===== config.mk =====
export PLATFORM = sky130hd
export DESIGN_NAME = vedic_col_sched_flat
export DESIGN_NICKNAME = d
export VERILOG_FILES = /design/src/rtl/vedic_col_sched_if.sv /design/src/rtl/vedic_col_sched.sv /design/src/flat_wrapper.sv
export SDC_FILE = /design/constraint.sdc
export NUM_CORES = 1
export LEC_CHECK = 0
export BUFFER_PORTS_ARGS = -buffer_cell sky130_fd_sc_hd__buf_2
export CORE_MARGIN = 2
export CORE_UTILIZATION = 54
export CTS_BUF_LIST = sky130_fd_sc_hd__clkbuf_8
export DETAILED_ROUTE_END_ITERATION = 10
export GPL_ROUTABILITY_DRIVEN = 0
export PLACE_DENSITY_LB_ADDON = 0.3
export SYNTH_ARGS = -nofsm -noshare
export SYNTH_HDL_FRONTEND = slang
export SYNTH_SLANG_ARGS = --single-unit

===== constraint.sdc =====
create_clock -name clk -period 17.1 [get_ports clk]
set_clock_uncertainty 0.2 [all_clocks]
set_input_delay 3.42 -clock clk [delete_from_list [all_inputs] [get_ports clk]]
set_output_delay 3.42 -clock clk [all_outputs]
set_load 0.01 [all_outputs]

===== src/rtl/vedic_col_sched_if.sv =====
// rtl/vedic_col_sched_if.sv - start/operand request and busy/done/product response bundle
interface vedic_col_sched_if #(parameter int W = 4);
  logic           start;
  logic [W-1:0]   a;
  logic [W-1:0]   b;
  logic           busy;
  logic           done;
  logic [2*W-1:0] product;

  modport master (output start, a, b, input busy, done, product);
  modport slave  (input start, a, b, output busy, done, product);
endinterface


===== src/rtl/vedic_col_sched.sv =====
// rtl/vedic_col_sched.sv - sequential vertical-crosswise multiplier, one column-sum per clock
module vedic_col_sched #(
  parameter int W = 4
) (
  input  logic              clk,
  input  logic              rst,
  vedic_col_sched_if.slave  bus
);
  localparam int SW  = $clog2(2 * W);
  localparam int CW  = SW - 1;
  localparam int CLW = $clog2(2 * W);

  typedef enum logic [1:0] {S_IDLE, S_COL, S_FLUSH} state_t;

  state_t         r_state;
  state_t         w_next;
  logic [W-1:0]   r_a;
  logic [W-1:0]   r_b;
  logic [CW-1:0]  r_carry;
  logic [CLW-1:0] r_col;
  logic [2*W-1:0] r_product;
  logic           r_done;
  logic [SW-1:0]  w_sum;
  logic           w_accept;
  logic           w_busy;

  always_ff @(posedge clk) begin
    if (rst) r_state <= S_IDLE;
    else     r_state <= w_next;
  end

  always_comb begin
    w_next = r_state;
    case (r_state)
      S_IDLE:  if (bus.start) w_next = S_COL;
      S_COL:   if (r_col == CLW'(2 * W - 2)) w_next = S_FLUSH;
      S_FLUSH: w_next = S_IDLE;
      default: w_next = S_IDLE;
    endcase
  end

  always_comb begin
    w_busy   = (r_state != S_IDLE);
    w_accept = (r_state == S_IDLE) && bus.start;
  end

  // Column col collects every a[i]&b[j] with i+j == col, plus the carry from the previous column.
  always_comb begin
    w_sum = {1'b0, r_carry};
    for (int i = 0; i < W; i++) begin
      for (int j = 0; j < W; j++) begin
        if (i + j == int'(r_col)) w_sum = w_sum + SW'(r_a[i] & r_b[j]);
      end
    end
  end

  always_ff @(posedge clk) begin
    if (rst) begin
      r_a       <= '0;
      r_b       <= '0;
      r_carry   <= '0;
      r_col     <= '0;
      r_product <= '0;
      r_done    <= 1'b0;
    end else begin
      r_done <= (r_state == S_FLUSH);
      case (r_state)
        S_IDLE: begin
          if (w_accept) begin
            r_a       <= bus.a;
            r_b       <= bus.b;
            r_carry   <= '0;
            r_col     <= '0;
            r_product <= '0;
          end
        end
        S_COL: begin
          r_product[r_col] <= w_sum[0];
          r_carry          <= w_sum[SW-1:1];
          r_col            <= r_col + CLW'(1);
        end
        S_FLUSH: r_product[2*W-1] <= r_carry[0];
        default: ;
      endcase
    end
  end

  // The final carry feeds a single product bit, so anything above bit 0 would be lost.
  always @(posedge clk) begin
    if (!rst && r_state == S_FLUSH) assert ((r_carry >> 1) == '0);
  end

  assign bus.busy    = w_busy;
  assign bus.done    = r_done;
  assign bus.product = r_product;
endmodule


===== src/flat_wrapper.sv =====
// flat-port wrapper written by rule: the top's interface ports become plain ports
module vedic_col_sched_flat 
#(
  parameter int W = 4
)
  (clk, rst, bus_start, bus_a, bus_b, bus_busy, bus_done, bus_product);
  vedic_col_sched_if #(.W(W)) bus_i ();
  input  logic clk;
  input  logic rst;
  input wire logic [$bits(bus_i.start)-1:0] bus_start;
  input wire logic [$bits(bus_i.a)-1:0] bus_a;
  input wire logic [$bits(bus_i.b)-1:0] bus_b;
  output wire logic [$bits(bus_i.busy)-1:0] bus_busy;
  output wire logic [$bits(bus_i.done)-1:0] bus_done;
  output wire logic [$bits(bus_i.product)-1:0] bus_product;
  assign bus_i.start = bus_start;
  assign bus_i.a = bus_a;
  assign bus_i.b = bus_b;
  assign bus_busy = bus_i.busy;
  assign bus_done = bus_i.done;
  assign bus_product = bus_i.product;
  vedic_col_sched #(.W(W)) u_core (.clk(clk), .rst(rst), .bus(bus_i));
endmodule

==> impl_metrics.prom, run 1 <==
# TYPE chip_impl_metric gauge
chip_impl_info{name="run_status",value="finished, final reports clean"} 1
chip_impl_metric{name="die_area",unit="mm^2"} 0.00555
chip_impl_metric{name="clkSlewWorstSetupHoldPaths",unit="ns"} 0.09
chip_impl_metric{name="ys_seq_elements",unit=""} 24
chip_impl_info{name="startpoint",value="u_core.r_col[0]"} 1
chip_impl_metric{name="timing.reg2reg.setup_slack",unit="ns"} 5.29
chip_impl_metric{name="cts_repair_resize_count",unit=""} 0
chip_impl_metric{name="via_count_normalized_by_instance_count",unit=""} 5.96
chip_impl_metric{name="syn-cell-area",unit="mm^2"} 0.00269
chip_impl_metric{name="cp_data_required_time",unit="ns"} 17.09
chip_impl_metric{name="grt_overflow_total",unit=""} 0
chip_impl_metric{name="vdd.ir_drop.worst",unit="uV"} 69.9
chip_impl_info{name="crit_path_frequent_cell",value="ha_1"} 1
chip_impl_metric{name="critical_path_arrival",unit="ns"} 11.80
chip_impl_metric{name="wl",unit="mm"} 6.47
chip_impl_metric{name="worst_slew_margin_rel",unit=""} 0.530
chip_impl_metric{name="power_switching_share",unit=""} 0.321
chip_impl_metric{name="synthCells",unit=""} 353
chip_impl_info{name="timing.critical_path.to",value="u_core.bus.product[4]"} 1
chip_impl_metric{name="finalSetupViolations",unit=""} 0
chip_impl_metric{name="synth-async-reset-ratio",unit=""} 0
chip_impl_info{name="reg2reg_from",value="u_core.r_col[0]"} 1
chip_impl_info{name="buffer_cell_driving_the_clock_tree_root",value="clkbuf_8"} 1
chip_impl_metric{name="num_antenna_cells",unit=""} 0
chip_impl_metric{name="synthDominantCellAreaShare",unit=""} 0.186
chip_impl_metric{name="synth_area_per_cell",unit="um^2"} 7.61
chip_impl_info{name="hold_path_class",value="reg -> reg"} 1
chip_impl_metric{name="achievable-frequency",unit="MHz"} 84.7
chip_impl_info{name="critPathTopFamily",value="adder cells"} 1
chip_impl_metric{name="first_global_vias",unit=""} 2309
chip_impl_info{name="critical_path.endpoint_type",value="register"} 1
chip_impl_metric{name="area.growth.synth_to_final",unit="%"} 5.96
chip_impl_metric{name="place.detailed.hpwl",unit="mm"} 5.09
chip_impl_info{name="post-synth-top-area-cell",value="ha_1"} 1
chip_impl_metric{name="io_pins",unit=""} 21
chip_impl_metric{name="final_worst_slack",unit="ns"} 5.29
chip_impl_metric{name="timing.critical_path.slowest_cell_delay",unit="ns"} 0.66
chip_impl_info{name="timing.critical_path.from_type",value="register"} 1
chip_impl_metric{name="floorplan.core_area",unit="mm^2"} 0.00475
chip_impl_metric{name="total_negative_setup_slack",unit="ns"} 0
chip_impl_metric{name="period_minus_slack",unit="ns"} 11.81
chip_impl_metric{name="timing.reg2reg.worst_path_depth",unit=""} 53
chip_impl_metric{name="synth_edf_count",unit=""} 0
chip_impl_metric{name="final_min_period_over_clock_period",unit=""} 0.690
chip_impl_metric{name="layout_cells_excl_fill",unit=""} 426
chip_impl_metric{name="cts_htree_levels",unit=""} 1
chip_impl_metric{name="grt_start_max_net_pins",unit=""} 34
chip_impl_metric{name="dp_cells",unit=""} 422
chip_impl_metric{name="post_detailed_route_count_of_antenna_violating_nets",unit=""} 0
chip_impl_metric{name="power.share.clock",unit=""} 0.272
chip_impl_metric{name="switchingPower",unit="uW"} 45.3
chip_impl_metric{name="drv.max_cap_violation_count",unit=""} 0
chip_impl_metric{name="pwr-share-seq",unit=""} 0.427
chip_impl_metric{name="number_of_unique_standard_cell_types_used_by_synthesis",unit=""} 59
chip_impl_metric{name="transition_at_the_pin_with_the_smallest_max_transition_slack",unit="ns"} 0.705
chip_impl_metric{name="global_route_wire_length_before_repair",unit="mm"} 10.9
chip_impl_metric{name="report.final.slew_viol_count",unit=""} 0
chip_impl_metric{name="timing.critical_path.buf_inv",unit=""} 1
chip_impl_metric{name="via_count",unit=""} 2540
chip_impl_info{name="worst-setup-path-type",value="reg -> reg"} 1
chip_impl_metric{name="internal-power",unit="uW"} 95.9
chip_impl_metric{name="synthesis.yosys.warnings",unit=""} 0
chip_impl_info{name="grt_setup_unrepaired",value="false"} 1
chip_impl_info{name="dominantRegCellSynth",value="dfxtp_1"} 1
chip_impl_metric{name="number_of_antenna_violations_at_the_first_check_in_global_routing",unit=""} 0
chip_impl_metric{name="clock_sinks",unit=""} 24
chip_impl_metric{name="cts-root-to-sink-buffers",unit=""} 2
chip_impl_metric{name="share_comb_of_total_power",unit=""} 0.301
chip_impl_metric{name="die_height",unit="um"} 74.5
chip_impl_metric{name="cp.depth",unit=""} 53
chip_impl_metric{name="post_drt_wl_per_cell",unit="um"} 15.2
chip_impl_metric{name="cts_inserted_buffers",unit=""} 3
chip_impl_metric{name="synth.yosys.seq_area_share",unit=""} 0.179
chip_impl_metric{name="static-leakage-power",unit="uW"} 0.00137
chip_impl_metric{name="floorplan.initialDensity",unit=""} 0.565
chip_impl_info{name="r2r-end",value="u_core.bus.product[4]"} 1
chip_impl_metric{name="route.detailed.drc",unit=""} 0
chip_impl_metric{name="final-hold-violation-count",unit=""} 0
chip_impl_metric{name="power.density",unit="mW/mm^2"} 49.6
chip_impl_metric{name="track_usage",unit=""} 0.252
chip_impl_metric{name="cts-hold-fix-buffers",unit=""} 0
chip_impl_metric{name="finalNetCount",unit=""} 411
chip_impl_info{name="synth.area.top_cells",value="ha_1, dfxtp_1, nand2_1, a21oi_1, and2_1"} 1
chip_impl_info{name="cts_tree",value="done"} 1
chip_impl_metric{name="preCtsSetupSlack",unit="ns"} 5.35
chip_impl_info{name="crit_path_top_delay_cell",value="a2111oi_1"} 1
chip_impl_metric{name="rows",unit=""} 25
chip_impl_metric{name="post_cts_buffers",unit=""} 0
chip_impl_metric{name="io_buffers",unit=""} 20
chip_impl_metric{name="dr.first_iter.drc_count",unit=""} 154
chip_impl_metric{name="postLayoutCoreUtil",unit=""} 0.599
chip_impl_metric{name="synth.net_count",unit=""} 404
chip_impl_metric{name="critical_path_peak_fanout",unit=""} 13
chip_impl_metric{name="insertion_delay",unit="ns"} 0.27
chip_impl_info{name="min-delay-start",value="u_core.bus.product[2]"} 1
chip_impl_metric{name="fraction_of_final_layout_cells_with_drive_strength_greater_than_1",unit=""} 0.120
chip_impl_metric{name="die_w",unit="um"} 74.5
chip_impl_metric{name="detail_route.first_pass.iterations",unit=""} 4
## final cells by class
| class | instances | area (um^2) |
|---|---|---|
| Fill cell | 452 | 1910 |
| Clock buffer | 4 | 55.1 |
| Inverter | 11 | 55.1 |
| Multi-Input combinational cell | 298 | 2060 |
| Timing Repair Buffer | 22 | 115 |
| Tap cell | 67 | 83.8 |
| Sequential cell | 24 | 480 |
## through the flow
| stage | hold WS, ns | total power, uW | instance area (um^2) |
|---|---|---|---|
| after floorplan | 0.257 | 94.4 | 2690 |
| after global placement | 0.268 | 102 | 2790 |
| after detailed placement | 0.283 | 104 | 2790 |
| after CTS | 0.297 | 141 | 2850 |
| after global routing | 0.324 | 150 | 2850 |
| final | 0.294 | 141 | 2850 |
## Yosys cell counts, types with 2 or more instances
cell type,number
a31oi_1,3
a22oi_1,2
a21o_1,2
mux2i_1,2
nor3b_1,3
a22o_1,2
nor3_1,7
xor2_1,2
nand2_1,57
o21ai_1,9
ha_1,40
nand3b_1,4
nor2b_1,6
o31ai_1,4
nand3_1,10
a221oi_1,2
a2bb2oi_1,2
mux2_4,2
o32ai_1,3
o21a_1,5
a21oi_1,26
and2_1,20
clkbuf_1,9
xnor2_1,7
o21ai_0,14
buf_2,9
inv_1,10
dfxtp_1,24
nand2b_1,6
mux2_2,5
nor2_1,27
and2b_1,2
## power groups by stage
stage / clock network (uW) / registers, uW / logic [uW]
2_1_floorplan: 0 / 60.3 / 34.2
4_1_cts: 38.6 / 60.3 / 42.3
3_3_place_gp: 0 / 61.3 / 40.6
3_5_place_dp: 0 / 61.6 / 42.1
6_report: 38.4 / 60.3 / 42.5
5_1_grt: 41.3 / 60.7 / 47.8
## cells in the final DEF, fill, tap and decap left out, drive strengths merged, types with 2 or more instances in the layout
cell     instances
a2111oi          2
a211oi           2
a21o             2
a21oi           26
a221oi           3
a22o             2
a22oi            2
a2bb2oi          2
a31oi            3
and2            20
and2b            2
buf             22
clkbuf           4
dfxtp           24
ha              40
inv             10
mux2             7
mux2i            2
nand2           58
nand2b           7
nand3           10
nand3b           4
nor2            27
nor2b            6
nor3             7
nor3b            4
o21a             5
o21ai           24
o31ai            4
o32ai            4
xnor2            7
xor2             2
## worst min-delay path by stage
stage,slack (ns),cells past startpoint,to
floorplan,0.26,2,u_core.r_a[0]
finish,0.29,2,u_core.bus.product[2]
detailed placement,0.28,2,u_core.bus.product[2]
CTS,0.30,2,u_core.bus.product[2]
global placement,0.27,2,u_core.bus.product[1]
global route,0.32,2,u_core.bus.product[3]
## worst min-delay path: cells and delay by family, from the launching register on
kind / cells / cell delay (ns)
and+or+nand+nor: 1 / 0.08
DFF: 1 / 0.32
AOI/OAI and AO/OA: 1 / 0.06
## flip-flops by register name (all words and copies together) (netlist names)
| signal | flops |
|---|---|
| u_core.r_b | 4 |
| u_core.r_state | 2 |
| u_core.r_col | 3 |
| u_core.bus.product | 8 |
| u_core.r_carry | 2 |
| u_core.bus.done | 1 |
| u_core.r_a | 4 |
## routing by layer
layer	routed length, um	vias up	global-route usage
met5	0	-	0
met4	139	0	0.0754
met3	363	12	0.0257
met2	3000	86	0.419
met1	2970	1163	0.346
li1	-	1279	-
## cells by family (layout without fill, tap and decap cells)
kind of cell | after synthesis | count (layout) | share of synthesized area
AND/OR/NAND/NOR | 148 | 148 | 0.266
XOR/XNOR | 10 | 10 | 0.0382
adder cells (fa/ha/maj) | 40 | 40 | 0.186
multiplexers | 9 | 9 | 0.0396
buffers and inverters | 31 | 37 | 0.0554
AO/OA/AOI/OAI | 91 | 91 | 0.236
flip-flops | 24 | 24 | 0.179
(Power assumes the default switching activity.)
==> inputs of run 2 (changes only) <==
==> constraint.sdc (replaced) <==
create_clock -name clk -period 11.1 [get_ports clk]
set_clock_uncertainty 0.2 [all_clocks]
set_input_delay 2.22 -clock clk [delete_from_list [all_inputs] [get_ports clk]]
set_output_delay 2.22 -clock clk [all_outputs]
set_load 0.01 [all_outputs]
==> run 2 against run 1 <==
Effect of this change:
- sequential power increased by 52%
- worst hold slack got worse by 0.011 ns
- power increased by 64%
- die area unchanged
- combinational power increased by 92%
- utilization increased by 5.3 points
- clock power increased by 55%
- critical endpoint is now u_core.r_carry[1]
- register-to-register slack got worse by 5.0 ns
- count of clock-buffer cells in the layout unchanged
- final cell count increased by 4.0%
- fmax increased by 9.1%
- design area increased by 8.8%
==> impl_metrics.prom, run 2 (synthesis gave the netlist of run 1 again) <==
# TYPE chip_impl_metric gauge
chip_impl_info{name="r2r-end",value="u_core.r_carry[1]"} 1
chip_impl_metric{name="dp_cells",unit=""} 431
chip_impl_metric{name="wl",unit="mm"} 6.91
chip_impl_metric{name="power_switching_share",unit=""} 0.319
chip_impl_metric{name="cts_inserted_buffers",unit=""} 3
chip_impl_metric{name="largest_reg_flops",unit=""} 8
chip_impl_metric{name="cts_htree_levels",unit=""} 1
chip_impl_info{name="startpoint",value="u_core.r_col[1]"} 1
chip_impl_metric{name="final_min_period_over_clock_period",unit=""} 0.975
chip_impl_metric{name="clkSlewWorstSetupHoldPaths",unit="ns"} 0.09
chip_impl_metric{name="timing.critical_path.buf_inv",unit=""} 1
chip_impl_metric{name="rows",unit=""} 25
chip_impl_metric{name="num_antenna_cells",unit=""} 0
chip_impl_metric{name="insertion_delay",unit="ns"} 0.27
chip_impl_metric{name="preCtsSetupSlack",unit="ns"} 0.0263
chip_impl_metric{name="transition_at_the_pin_with_the_smallest_max_transition_slack",unit="ns"} 0.557
chip_impl_info{name="buffer_cell_driving_the_clock_tree_root",value="clkbuf_8"} 1
chip_impl_metric{name="final-hold-violation-count",unit=""} 0
chip_impl_info{name="timing.critical_path.from_type",value="register"} 1
chip_impl_metric{name="finalSetupViolations",unit=""} 0
chip_impl_metric{name="drv.max_cap_violation_count",unit=""} 0
chip_impl_metric{name="detail_route.first_pass.iterations",unit=""} 5
chip_impl_metric{name="io_buffers",unit=""} 20
chip_impl_metric{name="critical_path_arrival",unit="ns"} 10.79
chip_impl_metric{name="grt_start_max_net_pins",unit=""} 34
chip_impl_metric{name="achievable-frequency",unit="MHz"} 92.4
chip_impl_metric{name="global_route_wire_length_before_repair",unit="mm"} 10.6
chip_impl_info{name="cts_tree",value="done"} 1
chip_impl_metric{name="floorplan.core_area",unit="mm^2"} 0.00475
chip_impl_metric{name="post_drt_wl_per_cell",unit="um"} 15.6
chip_impl_metric{name="switchingPower",unit="uW"} 74.2
chip_impl_metric{name="power.share.clock",unit=""} 0.256
chip_impl_metric{name="critical_path_peak_fanout",unit=""} 4
chip_impl_metric{name="timing.critical_path.slowest_cell_delay",unit="ns"} 0.34
chip_impl_metric{name="number_of_antenna_violations_at_the_first_check_in_global_routing",unit=""} 0
chip_impl_metric{name="timing.reg2reg.setup_slack",unit="ns"} 0.28
chip_impl_metric{name="report.final.slew_viol_count",unit=""} 0
chip_impl_info{name="min-delay-start",value="u_core.r_a[0]"} 1
chip_impl_metric{name="share_comb_of_total_power",unit=""} 0.350
chip_impl_metric{name="worst_slew_margin_rel",unit=""} 0.629
chip_impl_metric{name="die_height",unit="um"} 74.5
chip_impl_metric{name="post_detailed_route_count_of_antenna_violating_nets",unit=""} 0
chip_impl_metric{name="io_pins",unit=""} 21
chip_impl_metric{name="final_worst_slack",unit="ns"} 0.281
chip_impl_info{name="worst-setup-path-type",value="reg -> reg"} 1
chip_impl_metric{name="static-leakage-power",unit="uW"} 0.00146
chip_impl_metric{name="timing.reg2reg.worst_path_depth",unit=""} 55
chip_impl_info{name="crit_path_top_delay_cell",value="mux2_2"} 1
chip_impl_metric{name="cts-root-to-sink-buffers",unit=""} 2
chip_impl_metric{name="floorplan.initialDensity",unit=""} 0.565
chip_impl_info{name="min_to",value="u_core.r_a[0]"} 1
chip_impl_metric{name="clock_sinks",unit=""} 24
chip_impl_metric{name="route.detailed.drc",unit=""} 0
chip_impl_metric{name="vdd.ir_drop.worst",unit="uV"} 88.4
chip_impl_info{name="layout.cells.most_common",value="nand2_1"} 1
chip_impl_info{name="critPathTopFamily",value="adder cells"} 1
chip_impl_metric{name="via_count",unit=""} 2622
chip_impl_metric{name="dr.first_iter.drc_count",unit=""} 329
chip_impl_metric{name="internal-power",unit="uW"} 158
chip_impl_metric{name="power.density",unit="mW/mm^2"} 75.0
chip_impl_info{name="run_status",value="finished, final reports clean"} 1
chip_impl_info{name="most-common-layout-cells",value="nand2_1, ha_1, a21oi_1"} 1
chip_impl_metric{name="cp_data_required_time",unit="ns"} 11.07
chip_impl_metric{name="via_count_normalized_by_instance_count",unit=""} 5.92
chip_impl_metric{name="fin_worst_hold_slack",unit="ns"} 0.283
chip_impl_metric{name="pwr-share-seq",unit=""} 0.394
chip_impl_metric{name="die_area",unit="mm^2"} 0.00555
chip_impl_info{name="crit_path_frequent_cell",value="ha_1"} 1
chip_impl_metric{name="place.detailed.hpwl",unit="mm"} 5.05
chip_impl_metric{name="period_minus_slack",unit="ns"} 10.82
chip_impl_metric{name="die_w",unit="um"} 74.5
chip_impl_metric{name="fraction_of_final_layout_cells_with_drive_strength_greater_than_1",unit=""} 0.221
chip_impl_metric{name="worst_hold_path.num_cells",unit=""} 2
chip_impl_metric{name="report.power.total",unit="uW"} 232
chip_impl_metric{name="grt_overflow_total",unit=""} 0
chip_impl_metric{name="track_usage",unit=""} 0.245
chip_impl_metric{name="layout_cells_excl_fill",unit=""} 443
chip_impl_info{name="hold_path_class",value="reg -> reg"} 1
chip_impl_metric{name="area.growth.synth_to_final",unit="%"} 15.3
chip_impl_metric{name="first_global_vias",unit=""} 2232
chip_impl_info{name="critical_path.endpoint_type",value="register"} 1
chip_impl_metric{name="finalNetCount",unit=""} 428
chip_impl_info{name="reg2reg_from",value="u_core.r_col[1]"} 1
## run 2: cell count changes in the layout (fill, tap and decap cells not counted), sizes merged
cell / before / now
buf: 22 / 39
## run 2: per-layer routing
metal  GRT usage  wire length (um)  part of all wire  vias up
met5           0                 0                 0        -
met4      0.0516                95             0.014        0
met3      0.0203               485             0.070       14
met2       0.409              3220              0.47      126
met1       0.346              3100              0.45     1182
li1            -                 -                 -     1300
## run 2: worst max path at each step
stage | depth (start not counted) | slack (ns) | to
after detailed placement | 55 | 0.03 | u_core.r_carry[1]
after global placement | 55 | 0.28 | u_core.r_carry[1]
final | 55 | 0.28 | u_core.r_carry[1]
after global routing | 55 | -0.17 | u_core.r_carry[1]
after floorplan | 55 | 0.43 | u_core.bus.product[4]
after CTS | 55 | 0.01 | u_core.r_carry[1]
## run 2: what timing repair did
action                                  CTS  global route
endpoints found under the setup margin    1             6
setup buffers                             0             8
gates resized for setup                   0            25
pin swaps                                 1            16
hold buffers                              0             0
## run 2: area by class of cell
class	count	area, um^2
Multi-Input combinational cell	298	2180
Fill cell	412	1660
Clock buffer	4	55.1
Sequential cell	24	482
Inverter	11	55.1
Tap cell	67	83.8
Timing Repair Buffer	39	243
## run 2: power groups by stage
| stage | Combinational, uW | Clock, uW | Sequential, uW |
|---|---|---|---|
| after floorplan | 52.6 | 0 | 92.8 |
| after global placement | 65.1 | 0 | 93.1 |
| after detailed placement | 66.9 | 0 | 93.3 |
| after CTS | 67.3 | 60.5 | 91.3 |
| after global routing | 89.4 | 64.9 | 92.0 |
| final | 81.4 | 59.4 | 91.5 |
## run 2: worst register-to-register path: cells and delay by family (launching register included)
family                     cells  cell delay (ns)
adders and majority gates     17             4.60
AOI/OAI and AO/OA             13             1.76
DFF                            1             0.33
muxes                          4             1.18
xor gates and xnor gates       2             0.32
and+or+nand+nor               18             2.22
buffers and inverters          1             0.07
## run 2: stage by stage
| step | util | TNS [ns] | area (um^2) |
|---|---|---|---|
| 3_5_place_dp | 0.601 | 0 | 2860 |
| 4_1_cts | 0.613 | 0 | 2910 |
| 5_1_grt | 0.651 | -0.570 | 3100 |
| 6_report | 0.651 | 0 | 3100 |
| 3_3_place_gp | 0.601 | 0 | 2860 |
| 2_1_floorplan | - | 0 | 2690 |
